===== src/rtl/rca_div_seq_pkg.sv =====
// Shared definitions for the sequential restoring divider.
// Contents: default operand width, FSM state encoding, and a helper
// that sizes the iteration counter.
package rca_div_seq_pkg;

  localparam int DEF_WIDTH = 4;

  typedef enum logic [1:0] {
    IDLE = 2'd0,
    CALC = 2'd1,
    FIN  = 2'd2
  } state_t;

  // Iteration counter width for a given operand width (WIDTH >= 2).
  function automatic int cnt_width(input int w);
    return (w > 1) ? $clog2(w) : 1;
  endfunction

endpackage


===== src/rtl/rca_fa.sv =====
// 1-bit full-adder cell used by the ripple-carry arithmetic blocks.
// Ports: a, b, c_in -> sum, c_out.
module rca_fa (
  input  logic a,
  input  logic b,
  input  logic c_in,
  output logic sum,
  output logic c_out
);

  assign sum   = a ^ b ^ c_in;
  assign c_out = (a & b) | (c_in & (a ^ b));

endmodule


===== src/rtl/rca_sub_w.sv =====
// Parameterized ripple-borrow subtractor: diff = a + ~b + c_in.
// With c_in = 1 this is a - b; c_out = 1 means no borrow (a >= b).
// Purely combinational.
// Ports: a, b (WIDTH), c_in -> diff (WIDTH), c_out.
module rca_sub_w #(
  parameter int WIDTH = 5
) (
  output logic [WIDTH-1:0] diff,
  output logic             c_out,
  input  logic [WIDTH-1:0] a,
  input  logic [WIDTH-1:0] b,
  input  logic             c_in
);

  logic [WIDTH-1:0] b_n_s;
  logic [WIDTH:0]   carry_s;

  assign b_n_s      = ~b;
  assign carry_s[0] = c_in;
  assign c_out      = carry_s[WIDTH];

  for (genvar i = 0; i < WIDTH; i++) begin : g_bit
    rca_fa u_fa (
      .a     (a[i]),
      .b     (b_n_s[i]),
      .c_in  (carry_s[i]),
      .sum   (diff[i]),
      .c_out (carry_s[i+1])
    );
  end

endmodule


===== src/rtl/rca_div_seq.sv =====
// Multi-cycle unsigned restoring divider. One quotient bit per CALC
// cycle using a shared ripple-borrow subtractor; results presented with
// a one-cycle done pulse.
// Ports: clk, rst_n (async, active low), start, dividend, divisor ->
//        busy, done, quotient, remainder, div_by_zero.
module rca_div_seq
  import rca_div_seq_pkg::*;
#(
  parameter int WIDTH = DEF_WIDTH
) (
  input  logic             clk,
  input  logic             rst_n,
  input  logic             start,
  input  logic [WIDTH-1:0] dividend,
  input  logic [WIDTH-1:0] divisor,
  output logic             busy,
  output logic             done,
  output logic [WIDTH-1:0] quotient,
  output logic [WIDTH-1:0] remainder,
  output logic             div_by_zero
);

  localparam int CW = cnt_width(WIDTH);
  localparam logic [CW-1:0] LAST_CNT = CW'(WIDTH - 1);

  state_t           state_r;
  logic [CW-1:0]    cnt_r;
  logic [WIDTH-1:0] q_r;
  logic [WIDTH:0]   r_r;
  logic [WIDTH-1:0] d_r;
  logic             dz_r;

  logic [WIDTH:0]   r_shift_s;
  logic [WIDTH:0]   sub_diff_s;
  logic             sub_cout_s;
  logic             accept_s;
  logic             div_zero_s;
  logic             unused_r_msb_s;

  // Partial remainder shifted left with the next dividend bit.
  assign r_shift_s  = {r_r[WIDTH-1:0], q_r[WIDTH-1]};
  // start is only honoured when not busy, i.e. in IDLE or FIN.
  assign accept_s   = start && ((state_r == IDLE) || (state_r == FIN));
  assign div_zero_s = (divisor == {WIDTH{1'b0}});
  // The remainder MSB is always zero after a step since R < D.
  assign unused_r_msb_s = r_r[WIDTH];

  rca_sub_w #(
    .WIDTH (WIDTH + 1)
  ) u_sub (
    .diff  (sub_diff_s),
    .c_out (sub_cout_s),
    .a     (r_shift_s),
    .b     ({1'b0, d_r}),
    .c_in  (1'b1)
  );

  // Divider FSM: iteration control, datapath registers and outputs.
  always_ff @(posedge clk or negedge rst_n) begin
    if (!rst_n) begin
      state_r     <= IDLE;
      cnt_r       <= {CW{1'b0}};
      q_r         <= {WIDTH{1'b0}};
      r_r         <= {(WIDTH+1){1'b0}};
      d_r         <= {WIDTH{1'b0}};
      dz_r        <= 1'b0;
      busy        <= 1'b0;
      done        <= 1'b0;
      quotient    <= {WIDTH{1'b0}};
      remainder   <= {WIDTH{1'b0}};
      div_by_zero <= 1'b0;
    end else begin
      done <= 1'b0;
      case (state_r)
        IDLE: begin
          state_r <= IDLE;
        end
        CALC: begin
          // Carry-out high: no borrow, keep the difference.
          if (sub_cout_s) begin
            r_r <= sub_diff_s;
            q_r <= {q_r[WIDTH-2:0], 1'b1};
          end else begin
            r_r <= r_shift_s;
            q_r <= {q_r[WIDTH-2:0], 1'b0};
          end
          cnt_r <= cnt_r + CW'(1);
          if (cnt_r == LAST_CNT) begin
            state_r <= FIN;
            busy    <= 1'b0;
          end else begin
            state_r <= CALC;
          end
        end
        FIN: begin
          done        <= 1'b1;
          quotient    <= q_r;
          remainder   <= r_r[WIDTH-1:0];
          div_by_zero <= dz_r;
          state_r     <= IDLE;
        end
        default: begin
          state_r <= IDLE;
          busy    <= 1'b0;
        end
      endcase

      // Operand load; overrides the next-state chosen above.
      if (accept_s) begin
        cnt_r <= {CW{1'b0}};
        d_r   <= divisor;
        dz_r  <= div_zero_s;
        // Back-to-back from FIN must not clobber the flag being presented.
        if (state_r == IDLE) begin
          div_by_zero <= 1'b0;
        end else begin
          div_by_zero <= dz_r;
        end
        if (div_zero_s) begin
          q_r     <= {WIDTH{1'b1}};
          r_r     <= {1'b0, dividend};
          state_r <= FIN;
          busy    <= 1'b0;
        end else begin
          q_r     <= dividend;
          r_r     <= {(WIDTH+1){1'b0}};
          state_r <= CALC;
          busy    <= 1'b1;
        end
      end else begin
        dz_r <= dz_r;
      end
    end
  end

endmodule


===== config.mk =====
export PLATFORM = sky130hd
export DESIGN_NAME = rca_div_seq
export DESIGN_NICKNAME = d
export VERILOG_FILES = /design/src/rtl/rca_div_seq_pkg.sv /design/src/rtl/rca_fa.sv /design/src/rtl/rca_sub_w.sv /design/src/rtl/rca_div_seq.sv
export SDC_FILE = /design/constraint.sdc
export NUM_CORES = 1
export LEC_CHECK = 0
export ABC_AREA = 0
export BUFFER_PORTS_ARGS = -buffer_cell sky130_fd_sc_hd__buf_2
export CORE_ASPECT_RATIO = 1.1
export CORE_MARGIN = 2
export CORE_UTILIZATION = 35
export CTS_BUF_LIST = sky130_fd_sc_hd__clkbuf_4
export DETAILED_ROUTE_END_ITERATION = 6
export PLACE_DENSITY = 0.55
export SKIP_CTS_REPAIR_TIMING = 1
export SYNTH_ARGS = -nofsm -noshare
export SYNTH_HDL_FRONTEND = slang
export SYNTH_HIERARCHICAL = 1
export SYNTH_SLANG_ARGS = --single-unit

===== constraint.sdc =====
create_clock -name clk -period 4.5 [get_ports clk]
set_input_delay 0.675 -clock clk [delete_from_list [all_inputs] [get_ports clk]]
set_output_delay 0.675 -clock clk [all_outputs]
set_load 0.005 [all_outputs]

==> impl_metrics.tcl, run 1 <==
set metrics [dict create \
    crit_path_end_kind "flip-flop" \
    worst_slew_pin_slew_ps 706 \
    dpl.hpwl_mm 2.00 \
    synth_top_cell_area_share 0.495 \
    syn_area_per_cell_sq_um 11.4 \
    cp.required_ps 4730 \
    die_height_microns 70.7 \
    status "finished clean" \
    grt_pass1_vias 1007 \
    worstReg2RegStart "q_r[3]" \
    place.gp.congestion 0.859 \
    crit_type "reg2reg" \
    ff2ff_path_depth 8 \
    synthCells 124 \
    drc_errors 0 \
    period_share 0.721 \
    layout-drive-gt1-share 0.310 \
    placement_rows 24 \
    yosysTopAreaCell "dfrtp_1" \
    whs_ps 329 \
    synth_nets 141 \
    clk_pin_slew_ps 150 \
    syn-cell-area_sq_um 1420 \
    finalHoldViolCount 0 \
    fp.dieArea_sq_um 4570 \
    drt_iter0_drc 30 \
    antenna_found_initial 0 \
    syn_to_final_growth_pct 9.98 \
    cts_buffer_depth 2 \
    firstDrtPassIters 4 \
    dr_total_vias 964 \
    utilization 0.396 \
    maxSlewViolCount 0 \
    worstPathCellList "fa_1, fa_1, fa_1, fa_1, fa_1, mux2_2, o21ai_0, a2bb2oi_1" \
    fp.dieW_microns 64.7 \
    ir_drop_mv 0.187 \
    p_leak_uw 0.000716 \
    setup_tns_ps 0 \
    viasPerCell 4.97 \
    crit_path_frequent_cell "fa_1" \
    clk_latency_ps 330 \
    cpPeakStageDelay_ps 490 \
    worst_ep_arrival_time_ps 3470 \
    wire_per_inst_microns 13.8 \
    synth_edf_count 0 \
    synthFlopType "dfrtp_1" \
    synth.top_cells.by_area "dfrtp_1 49%, mux2_2 10%, fa_1 7.1%" \
    crit_slowest_cell "fa_1" \
    grt_pass1_wl_mm 4.80 \
    grt_max_degree 29 \
    rsz0062_at_grt "no" \
    coreArea_sq_um 3930 \
    ios 22 \
    htreeDepth 1 \
    yosys_warnings 6 \
    diodes 0 \
    cts_num_sinks 28 \
    ys_ff_latch 28 \
    grt_overflow 0 \
    startpoint_type "flip-flop" \
    slew_headroom 0.526 \
    port_buffers 21 \
    hp-class "in2async" \
    cts-root-buf "clkbuf_4" \
    cts_tree "built" \
    ys_types 27 \
    max_freq_ghz 0.308 \
    start_util 0.360 \
    numCtsBuffers 3 \
    setup_viol 0 \
    antenna_left 0 \
    track_usage 0.136 \
    clock_skew_ps 6.16 \
    async_flop_share 1.00 \
    cap_viol_max_count 0 \
    nNetsFinal 161 \
    p_total_uw 1050 \
    yosysMostFrequentCell "dfrtp_1" \
    drt_wl_total_mm 2.67 \
    ys_seq_area_frac 0.495 \
    ys_top_cells_by_count "28 x dfrtp_1, 13 x mux2_2, 13 x nand2_1" \
    p_per_area_nw_per_um2 677 \
    path_max_fanout 5 \
    startpoint "q_r[3]" \
    min_period_ps 3240 \
]
==> critical path, delay by kind of cell (launching register included) <==
kind,cells,cell delay (ps)
AO/OA/AOI/OAI,2,260
adder cells (fa/ha/maj),5,2120
flip-flops,1,450
multiplexers,1,310
==> power by group <==
group | switching, uW | total, uW | internal, uW | leakage [uW]
clock | 74.3 | 106 | 31.4 | 0.0000138
combinational | 224 | 486 | 262 | 0.000360
sequential | 90.4 | 463 | 373 | 0.000342
total | 389 | 1050 | 666 | 0.000716
==> per-stage QoR <==
step | instances | area, sq um | worst slack (ps)
after detailed placement | 191 | 1540 | 1300
after global routing | 194 | 1560 | 1080
after CTS | 194 | 1560 | 1260
after global placement | 191 | 1540 | 1370
final | 194 | 1560 | 1260
after floorplan | 124 | 1420 | 1480
==> metal layers <==
layer	wire, microns	GRT usage
met5	0	0
met3	106	0.0223
met1	1240	0.181
met4	34	0.0567
met2	1290	0.221
==> sequential cells by signal, indices dropped and copies added (netlist names) <==
name	count
d_r	4
r_r	4
done	1
dz_r	1
q_r	4
div_by_zero	1
busy	1
cnt_r	2
quotient	4
remainder	4
state_r	2
==> area by class of cell <==
| class | count | area [sq um] |
|---|---|---|
| flip-flops and latches | 28 | 701 |
| multi-input cells | 82 | 634 |
| clock buffers | 3 | 22.5 |
| repair buffers | 21 | 105 |
| fillers | 410 | 2380 |
| inverters | 8 | 30.0 |
| well taps | 52 | 65.1 |
==> cell families after synthesis <==
group,Yosys count,synth area share
AOI/OAI and AO/OA,24,0.111
xor gates and xnor gates,1,0.00618
adders and majority gates,6,0.0795
muxes,13,0.103
other,2,0.00530
and+or+nand+nor,36,0.142
buffers and inverters,14,0.0574
DFF,28,0.495
==> path summary, 6_finish.rpt <==
path,end,slack [ps]
worst max-delay path,r_r[3],1260
worst min-delay path,cnt_r[1],330
worst max register to register,r_r[3],1260
worst min register to register,d_r[0],500
max in group asynchronous,remainder[3],3770
min in group clk,d_r[0],500
==> cell usage in the layout (no fill, tap or decap), types with 3 or more instances in the layout <==
cell type  Yosys  layout
dfrtp_1       28      28
buf_2          2      21
nand2_1       13      13
mux2_2        13      13
o21ai_0       10      10
inv_1          8       8
nor2_1         7       7
nand3_1        5       5
fa_1           5       5
o31ai_1        4       4
a2bb2oi_1      4       4
nand2b_1       3       3
nor3_2         3       3
clkbuf_4       0       3
Note: power is estimated with default switching activity, not from simulation.
==> inputs of run 2 (changes only) <==
ABC_AREA = 1   (was 0)
PLACE_DENSITY = 0.57   (was 0.55)
clock period = 2.86 ns   (was 4.5 ns; I/O delays follow)
==> run 2 against run 1 <==
Compared with the run above:
- hold slack lost 240 ps
- combinational power increased by 82%
- synthesized cell count grew 34%
- sequential power grew 51%
- register-to-register slack got worse by 1200 ps
- largest power group unchanged
==> impl_metrics.tcl, run 2 <==
set metrics [dict create \
    status "finished clean" \
    clk_latency_ps 320 \
    pre_cts_ws_ps -102 \
    antenna_found_initial 0 \
    place.gp.congestion 0.772 \
    crit_path_end_kind "flip-flop" \
    critical-path-top-delay-family "adder cells" \
    syn_to_final_growth_pct 18.0 \
    htreeDepth 1 \
    cts-root-buf "clkbuf_4" \
    utilization 0.438 \
    clk_pin_slew_ps 160 \
    synth_compound_area_frac 0.0735 \
    cp.required_ps 3120 \
    synth_top_family_by_area "simple AND/OR/NAND/NOR gates" \
    drc_errors 0 \
    cap_viol_max_count 0 \
    min_period_ps 2760 \
    clock_skew_ps 3.63 \
    max_freq_ghz 0.363 \
    met1_length_mm 1.25 \
    setup_tns_ps 0 \
    synth_nets 183 \
    synthMuxAreaShare 0 \
    hp-class "in2async" \
    ys_top_cells_by_count "50 x nand2_1, 28 x dfrtp_1, 25 x inv_1" \
    synthAdderAreaFrac 0.0817 \
    track_usage 0.131 \
    ir_drop_mv 0.322 \
    synthFlopType "dfrtp_1" \
    fin_ws_ps 105 \
    die_height_microns 69.8 \
    worst_ep_arrival_time_ps 3020 \
    startpoint_type "flip-flop" \
    ys_types 16 \
    final_cell_mix "49 x nand2_1, 28 x dfrtp_1, 23 x inv_1" \
    rsz0062_at_grt "yes" \
    period_share 0.963 \
    drt_iter0_drc 74 \
    placement_rows 23 \
    wire_per_inst_microns 11.1 \
    yosysTopAreaCell "dfrtp_1" \
    coreArea_sq_um 3710 \
    cts_buffer_depth 2 \
    nNetsFinal 210 \
    numCtsBuffers 3 \
    yosys_warnings 6 \
    syn_area_per_cell_sq_um 8.31 \
    grt_pass1_wl_mm 4.73 \
    multi_input_area_sq_um 578 \
    regArea_sq_um 701 \
    diodes 0 \
    dr_total_vias 1053 \
    slew_headroom 0.592 \
    final_common_cell "nand2_1" \
    synth.top_cells.by_area "dfrtp_1 51%, nand2_1 14%, fa_1 7.3%" \
    firstDrtPassIters 4 \
    antenna_left 0 \
    fp.dieW_microns 63.8 \
    synth_edf_count 0 \
    syn-cell-area_sq_um 1380 \
    cts_tree "built" \
    grt_pass1_vias 1015 \
    ios 22 \
    cpPeakStageDelay_ps 400 \
    synth_top_cell_area_share 0.508 \
    maxSlewViolCount 0 \
    layout-drive-gt1-share 0.229 \
    ys_ff_latch 28 \
    worstPathCellList "inv_2, fa_2, fa_2, fa_2, fa_2, fa_2, buf_6, nand2_2, nand3_2, nand2_1, nor2_1, nor2_1" \
    p_leak_uw 0.000893 \
    viasPerCell 4.35 \
    crit_path_frequent_cell "fa_2" \
    yosysMostFrequentCell "nand2_1" \
    wl_met3_microns 140 \
    fill_cells 371 \
    async_flop_share 1.00 \
    synth_simple_gate_area_frac 0.244 \
    p_per_area_nw_per_um2 1130 \
    grt_max_degree 29 \
    finalHoldViolCount 0 \
    cp_num_buf_inv 2 \
    start_util 0.371 \
    synthCells 166 \
    top_layer_used "met4" \
    synth-xor-area-share 0 \
    cts_num_sinks 28 \
    met2_length_mm 1.26 \
    crit_slowest_cell "dfrtp_1" \
    setup_viol 0 \
    grt_overflow 0 \
    path_max_fanout 4 \
    ys_seq_area_frac 0.508 \
    dpl.hpwl_mm 1.98 \
    drt_wl_total_mm 2.68 \
    crit_type "reg2reg" \
    worst_slew_pin_slew_ps 612 \
    port_buffers 21 \
    fp.dieArea_sq_um 4460 \
]
-- run 2: cells by family (layout without fill, tap and decap cells) --
| logic type | after synthesis | count (layout) |
|---|---|---|
| compound gates | 20 | 20 |
| fa+ha+maj | 6 | 6 |
| buf+inv | 29 | 55 |
| flops | 28 | 28 |
| other cells | 2 | 2 |
| simple gates | 81 | 81 |
-- run 2: layer usage --
layer,global-route usage,up-vias
li1,-,546
met1,0.183,480
met2,0.218,25
met3,0.0211,2
met4,0.0217,0
met5,0,-
-- run 2: cell type report --
| class | count | area share |
|---|---|---|
| multi-input cells | 109 | 0.355 |
| flip-flops and latches | 28 | 0.431 |
| well taps | 50 | 0.0385 |
| clock buffers | 3 | 0.0138 |
| clock inverters | 1 | 0.0185 |
| repair buffers | 24 | 0.0808 |
| inverters | 27 | 0.0623 |
-- run 2: where the power goes --
group	internal, uW	switching [uW]	leakage [uW]
Clock	142	120	0.0000279
Combinational	378	505	0.000519
Sequential	573	127	0.000347
Total	1090	752	0.000893
-- run 2: worst paths after layout --
kind / endpoint / start / depth (start not counted) / slack, ps
max: r_r[1] / d_r[0] / 12 / 100
min: q_r[1] / rst_n / 1 / 90
max reg2reg: r_r[1] / d_r[0] / 12 / 100
min reg2reg: busy / busy / 2 / 490
max in group asynchronous: d_r[3] / rst_n / 1 / 2380
min in group clk: d_r[1] / divisor[1] / 3 / 300
-- run 2: worst register-to-register path: cells and delay by family (launching register included) --
kind	cells	cell delay, ps
fa+ha+maj	5	1790
flops	1	400
simple gates	5	330
buf+inv	2	190
-- run 2: per-stage QoR --
step	cell area, sq um	hold slack (ps)	std cells	power [uW]
after CTS	1600	110	241	1790
after floorplan	1380	133	166	1300
after global routing	1630	119	242	2070
after detailed placement	1550	455	237	1530
after global placement	1550	450	237	1510
final	1630	88.8	242	1850
